### config.mk
export PLATFORM = sky130hd
export DESIGN_NAME = pipelined_add_sub
export DESIGN_NICKNAME = d
export VERILOG_FILES = /design/src/rtl/pipelined_add_sub.sv
export SDC_FILE = /design/constraint.sdc
export NUM_CORES = 1
export LEC_CHECK = 0
export CELL_PAD_IN_SITES_DETAIL_PLACEMENT = 1
export CELL_PAD_IN_SITES_GLOBAL_PLACEMENT = 2
export CORE_MARGIN = 4
export CORE_UTILIZATION = 33
export CTS_CLUSTER_DIAMETER = 80
export DETAILED_ROUTE_END_ITERATION = 12
export PLACE_DENSITY_LB_ADDON = 0.1
export SLEW_MARGIN = 10
export SYNTH_ARGS = -nofsm -noshare
export SYNTH_HDL_FRONTEND = slang
export SYNTH_SLANG_ARGS = --single-unit
export TNS_END_PERCENT = 100
### constraint.sdc
create_clock -name clk -period 3.3 [get_ports clk]
set_clock_uncertainty 0.05 [all_clocks]
set_input_delay 0.66 -clock clk [delete_from_list [all_inputs] [get_ports clk]]
set_output_delay 0.66 -clock clk [all_outputs]
set_load 0.01 [all_outputs]
### src/rtl/pipelined_add_sub.sv
// pipelined_add_sub: WIDTH-bit add/subtract with the carry chain cut
// into STAGES equal chunks, one chunk resolved per clock.
// Ports: clk, rst (sync, active-high)
//        in_valid/in_ready, a, b, c_in, sub  (operand side)
//        out_valid/out_ready, sum, c_out, ovf (result side)
module pipelined_add_sub #(
   parameter int WIDTH  = 32,
   parameter int STAGES = 4
) (
   input  logic             clk,
   input  logic             rst,
   input  logic             in_valid,
   output logic             in_ready,
   input  logic [WIDTH-1:0] a,
   input  logic [WIDTH-1:0] b,
   input  logic             c_in,
   input  logic             sub,
   output logic             out_valid,
   input  logic             out_ready,
   output logic [WIDTH-1:0] sum,
   output logic             c_out,
   output logic             ovf
);
   localparam int CHUNK = WIDTH / STAGES;

   // word_q[k]: finished sum bits below chunk k+1,
   // still-unconsumed a bits above it.
   logic [WIDTH-1:0]  word_q [STAGES];
   logic [WIDTH-1:0]  beff_q [STAGES];
   logic [STAGES-1:0] cy_q;
   logic [STAGES-1:0] vld_q;
   logic [STAGES-1:0] amsb_q;
   logic              adv;

   assign out_valid = vld_q[STAGES-1];
   assign adv       = !out_valid || out_ready;
   assign in_ready  = adv;

   for (genvar k = 0; k < STAGES; k++) begin : g_stage
      logic [WIDTH-1:0] w_in;
      logic [WIDTH-1:0] b_in;
      logic [WIDTH-1:0] w_nxt;
      logic [CHUNK:0]   part;
      logic             c_i;
      logic             v_i;
      logic             m_i;
      logic [WIDTH-1:0] w_q;
      logic [WIDTH-1:0] b_q;
      logic             c_q;
      logic             v_q;
      logic             m_q;

      if (k == 0) begin : g_head
         // subtract is a + ~b + ~c_in
         assign w_in = a;
         assign b_in = sub ? ~b : b;
         assign c_i  = sub ? ~c_in : c_in;
         assign v_i  = in_valid;
         assign m_i  = a[WIDTH-1];
      end else begin : g_body
         assign w_in = word_q[k-1];
         assign b_in = beff_q[k-1];
         assign c_i  = cy_q[k-1];
         assign v_i  = vld_q[k-1];
         assign m_i  = amsb_q[k-1];
      end

      always_comb begin
         part  = {1'b0, w_in[k*CHUNK +: CHUNK]}
               + {1'b0, b_in[k*CHUNK +: CHUNK]}
               + {{CHUNK{1'b0}}, c_i};
         w_nxt = w_in;
         w_nxt[k*CHUNK +: CHUNK] = part[CHUNK-1:0];
      end

      always_ff @(posedge clk) begin
         if (rst) begin
            w_q <= '0;
            b_q <= '0;
            c_q <= 1'b0;
            v_q <= 1'b0;
            m_q <= 1'b0;
         end else if (adv) begin
            w_q <= w_nxt;
            b_q <= b_in;
            c_q <= part[CHUNK];
            v_q <= v_i;
            m_q <= m_i;
         end
      end

      assign word_q[k] = w_q;
      assign beff_q[k] = b_q;
      assign cy_q[k]   = c_q;
      assign vld_q[k]  = v_q;
      assign amsb_q[k] = m_q;
   end

   assign sum   = word_q[STAGES-1];
   assign c_out = cy_q[STAGES-1];
   // b_eff msb rides along in the last skew register
   assign ovf   = (amsb_q[STAGES-1] == beff_q[STAGES-1][WIDTH-1])
               && (sum[WIDTH-1] != amsb_q[STAGES-1]);

endmodule

==> reports/metrics.yaml, run 1 <==
cts_hold_buf: 0
reg2regPathDepth: 6
hold_class: "register to register"
finalMaxSlewViolations: 0
hold_violations: 0
post_cts.repair.setup_buffers: 0
antenna_cells: 0
clock_latency_ns: 0.42
path_depth: 4
route.detailed.drc: 0
r2r_end: "g_stage[1].w_q[14]"
grt_pass1_vias: 6464
area.growth.synth_to_final_pct: 22.56
ys_seq_area_share_pct: 46.01
drv_cap: 0
grt_first_pass_wirelength_um: 34330
holdPathStages: 2
syn_inst: 979
cp-endpoint: "in_ready"
cts_htree_levels: 4
r2r_slack_ns: 0.96
num_io_pins: 106
rsz0062_at_grt: "no"
cp_data_required_time_ns: 2.59
antenna_found_initial: 1
worstPathCellList: "clkdlybuf4s50_1 > nor2b_4 > inv_6 > clkdlybuf4s50_1"
die_area_sq_mm: 0.02709
die_y_um: 164.6
synthFlopType: "dfxtp_1"
slowest_stage: "clkdlybuf4s50_1"
timing.final.crit_share_pct: 78.90
crit_family: "buffers and inverters"
cts_buffer_depth: 2
post-synth-top-count-cell: "nand2_1"
path_class: "input port to output pin"
critPathBufInv: 3
worst_slack_ns: 0.6963
reg2reg_from: "g_stage[0].c_q"
start_util_pct: 33.37
viasPerCell: 4.854
utilization_pct: 40.90
tightestPinTransition_ns: 0.9922
cp_common_cell: "clkdlybuf4s50_1"
hpwl_um: 13970
syn_area_sq_mm: 0.008093
grt_start_max_net_pins: 182
cts_inserted_buffers: 17
slew-limit-headroom_pct: 33.86
cp.arrival_ns: 1.89
drtIter0Drc: 348
ys_top_cells_by_area: "dfxtp_1 (46%), nand2_1 (13%), a21oi_1 (9.2%)"
critPathMaxFanout: 11
p_leak_nw: 3.859
core-area_sq_mm: 0.02425
crit_path_start: "out_ready"
drive_gt1_share_pct: 5.024
synth_top_area_share_pct: 46.01
post_drt_wl_per_cell_um: 15.42
start_kind: "input port"
avgSynthCellArea_sq_um: 8.266
min_period_ns: 2.604
antenna_left: 0
place.gp.congestion: 0.7321
cts.sinks: 186
die_w_um: 164.6
critPathMaxStageDelay_ns: 0.55
ys_warn_count: 0
fmax_ghz: 0.3841
ys_types: 47
drt_pass1_iterations: 4
final_nets: 1148
drt-total-wl_um: 21260
ys_seq_elements: 186
post-synth-top-area-cell: "dfxtp_1"
cts_resized: 0
setup_tns_ns: 0
clkTransAtPathRegs_ns: 0.07
vias: 6694
synth_edf_count: 0
status: "completed"
synth-async-reset-ratio_pct: 0
clockRootBuffer: "clkbuf_16"
hp-start: "sum[23]"
irDropWorstVdd_uv: 326.6
globalRouteOverflowTotal: 0
pre_cts_ws_ns: 0.3907
cts_tree: "done"
setup_violations: 0
port_buffers: 105
globalRouteTotalUtil_pct: 15.78
cp-end-kind: "output pin"
yosys-top-cells-count: "nand2_1 (277), dfxtp_1 (186), a21oi_1 (148)"
syn_nets: 1085
rows: 57
pwr_density_cell_mw_per_mm2: 523.2
metal layers:
metal | part of all wire (%) | up-vias | global-route usage [%]
met5 | 0.061 | - | 0
met2 | 44 | 82 | 23.95
met3 | 2.5 | 21 | 2.421
met1 | 53 | 3131 | 23.45
li1 | - | 3458 | -
met4 | 1.2 | 2 | 3.894
per-stage QoR:
stage                     hold slack [ns]  total power [mW]  instances  area (sq um)
after detailed placement           0.3953             3.167       1347          9326
after global routing               0.4144             5.453       1379          9918
after CTS                          0.4037             5.273       1379          9918
after global placement             0.3901             3.158       1347          9326
after floorplan                    0.3817             2.905        979          8093
final                              0.4012             5.189       1379          9918
registers in the layout (all words and copies together), names as in the netlist:
register and count:
c_out 1, sum 32, g_stage.c_q 3, g_stage.w_q 96
g_stage.v_q 3, g_stage.b_q 49, out_valid 1, g_stage.m_q 1
tightest hold or removal path: stages (launching register included):
cell     delay (ns)
dfxtp_1        0.31
nand2_1        0.05
a21oi_1        0.05
placed cells by master (no fill, tap or decap), types with 3 or more instances in the layout:
master and n:
o31a_1 3, nand3_1 17, mux2i_1 3, nor3_1 8, or2_2 4, o21ai_0 12, xor2_1 9, o211ai_1 5
nor2_1 37, inv_6 6, dfxtp_1 186, nor4b_1 8, xnor2_1 26, clkdlybuf4s50_1 103, nand3b_1 4, a21oi_1 148
or3_1 8, inv_1 15, ha_1 28, nand2_1 277, a31oi_1 7, clkbuf_16 17, o21a_1 11, buf_4 6
a21o_1 6, fa_1 8, and3_1 5, a211o_1 16, a211oi_1 35
logic make-up (layout without fill, tap and decap cells):
kind of cell / count (synthesis) / after routing / synth area share [%]
xor+xnor: 35 / 35 / 3.788
flops: 186 / 186 / 46.01
fa+ha+maj: 36 / 36 / 6.308
simple gates: 377 / 377 / 19.40
mux: 3 / 3 / 0.3711
compound gates: 257 / 257 / 19.47
buf+inv: 85 / 161 / 4.654
where the power goes:
| part | switching [mW] | leakage [nW] | internal, mW |
|---|---|---|---|
| Clock | 0.938 | 0.283 | 1.14 |
| Combinational | 0.321 | 2.05 | 0.308 |
| Sequential | 0.0844 | 1.53 | 2.39 |
| Total | 1.34 | 3.86 | 3.84 |
worst min-delay path by stage:
stage | end | slack (ns)
floorplan | g_stage[1].w_q[4] | 0.38
global placement | g_stage[1].v_q | 0.39
detailed placement | sum[23] | 0.40
CTS | sum[23] | 0.40
global route | sum[11] | 0.41
finish | sum[23] | 0.40
cell type report:
cell class	count	area (sq um)
multi-input cells	708	4000
repair buffers	113	1132
clock buffers	19	432.9
inverters	16	65.06
flip-flops and latches	186	3724
fillers	2917	14330
clock inverters	13	158.9
well taps	324	405.4
Note: power is estimated with default switching activity, not from simulation.
==> inputs of run 2 (changes only) <==
Clock period 3.3 ns to 2.7 ns, I/O delays scaled along.
==> reports/metrics.yaml, run 2 (synthesis results as in run 1) <==
status: "completed"
critPathMaxFanout: 13
critPathMaxStageDelay_ns: 0.55
clkPwrFrac_pct: 39.6
grt_start_max_net_pins: 100
rows: 57
top_register: "g_stage.w_q"
whs_endpoint: "sum[1]"
hold_class: "register to register"
die_y_um: 164.6
drt_pass1_iterations: 4
hold_violations: 0
slowest_stage: "clkdlybuf4s50_1"
post_drt_wl_per_cell_um: 15.40
layout_commonest_cell: "nand2_1"
seq_power_share_pct: 48.1
drv_cap: 0
reg2regPathDepth: 6
port_buffers: 105
die_area_sq_mm: 0.02709
fin_cells: 1395
p_switching_mw: 1.647
antenna_cells: 0
largest_register_ffs: 96
cts_buffer_depth: 2
reg2reg_from: "g_stage[0].w_q[8]"
die_w_um: 164.6
drtIter0Drc: 340
holdPathStages: 2
hp-start: "sum[1]"
clkTransAtPathRegs_ns: 0.08
worstPathCellList: "clkdlybuf4s50_1 > nor2b_4 > inv_6 > clkdlybuf4s50_1"
p_leak_nw: 3.935
vias: 6708
antenna_left: 0
grt_pass1_vias: 6701
r2r_end: "g_stage[1].c_q"
viasPerCell: 4.809
start_kind: "input port"
clockRootBuffer: "clkbuf_16"
fill_cells: 2911
cts_resized: 0
comb_power_share_pct: 12.4
fmax_ghz: 0.4205
irDropWorstVdd_uv: 289.6
cp.arrival_ns: 1.79
finalMaxSlewViolations: 0
grt_first_pass_wirelength_um: 35150
timing.final.crit_share_pct: 88.08
pwr_density_cell_mw_per_mm2: 629.0
hpwl_um: 15060
antenna_found_initial: 0
drt-total-wl_um: 21480
cts.sinks: 186
r2r_slack_ns: 0.34
dp_cells: 1363
area.growth.synth_to_final_pct: 23.95
num_io_pins: 106
min_period_ns: 2.378
clock_latency_ns: 0.42
swShare_pct: 26.10
multi_input_area_sq_mm: 0.004000
cts_hold_buf: 0
cts_inserted_buffers: 17
core-area_sq_mm: 0.02425
path_class: "input port to output pin"
tightestPinTransition_ns: 0.4852
cp-end-kind: "output pin"
p_int_mw: 4.662
start_util_pct: 33.37
power_mw: 6.309
regArea_sq_mm: 0.003724
globalRouteTotalUtil_pct: 16.10
setup_violations: 0
cts_tree: "done"
slew-limit-headroom_pct: 67.24
globalRouteOverflowTotal: 0
post_cts.repair.setup_buffers: 0
drive_gt1_share_pct: 6.629
cp_data_required_time_ns: 2.11
cp_common_cell: "clkdlybuf4s50_1"
route.detailed.drc: 0
cts_htree_levels: 4
rsz0062_at_grt: "no"
final_nets: 1164
final_cell_mix: "nand2_1 (277), dfxtp_1 (186), a21oi_1 (148)"
place.gp.congestion: 0.8096
-- run 2: area by class of cell --
type	count	area share [%]
clock inverter	13	1.310
clock buffer	19	4.515
sequential	186	37.12
tap	324	4.041
timing repair buffer	129	12.49
inverter	16	0.6486
multi-input combinational	708	39.88
-- run 2: per-layer routing --
| layer | part of all wire, % | GRT usage [%] |
|---|---|---|
| met5 | 0 | 0 |
| met4 | 0.66 | 2.836 |
| met3 | 2.6 | 2.945 |
| met2 | 45 | 25.48 |
| met1 | 52 | 23.23 |
-- run 2: worst max path at each step --
| stage | start | endpoint | slack, ns | cells past startpoint |
|---|---|---|---|---|
| final | out_ready | in_ready | 0.32 | 4 |
| after global routing | g_stage[0].w_q[8] | g_stage[1].w_q[14] | 0.25 | 6 |
| after CTS | out_ready | in_ready | 0.31 | 4 |
| after detailed placement | b[0] | g_stage[0].c_q | -0.06 | 9 |
| after global placement | b[0] | g_stage[0].c_q | -0.03 | 9 |
| after floorplan | sub | g_stage[0].c_q | 0.07 | 10 |
-- run 2: through the flow --
step	cell area (sq um)	setup slack (ns)	hold WS, ns	utilization [%]	TNS, ns
3_3_place_gp	9447	-0.02633	0.3893	38.96	-0.02633
2_1_floorplan	8093	0.07390	0.3817	-	0
3_5_place_dp	9447	-0.05695	0.3954	38.96	-0.08002
5_1_grt	10030	0.2497	0.4162	41.37	0
6_report	10030	0.3218	0.4003	41.37	0
4_1_cts	10030	0.3056	0.4032	41.37	0
-- run 2: critical path: cells and delay by family --
family	cells	cell delay, ns
buf+inv	3	1.17
simple gates	1	0.07
-- run 2: power groups by stage --
stage / Sequential (mW) / Clock (mW) / Combinational [mW]
after floorplan: 3.07 / 0 / 0.482
after global placement: 3.10 / 0 / 0.782
after detailed placement: 3.10 / 0 / 0.789
after CTS: 3.03 / 2.58 / 0.797
after global routing: 3.05 / 2.70 / 0.884
final: 3.03 / 2.50 / 0.781
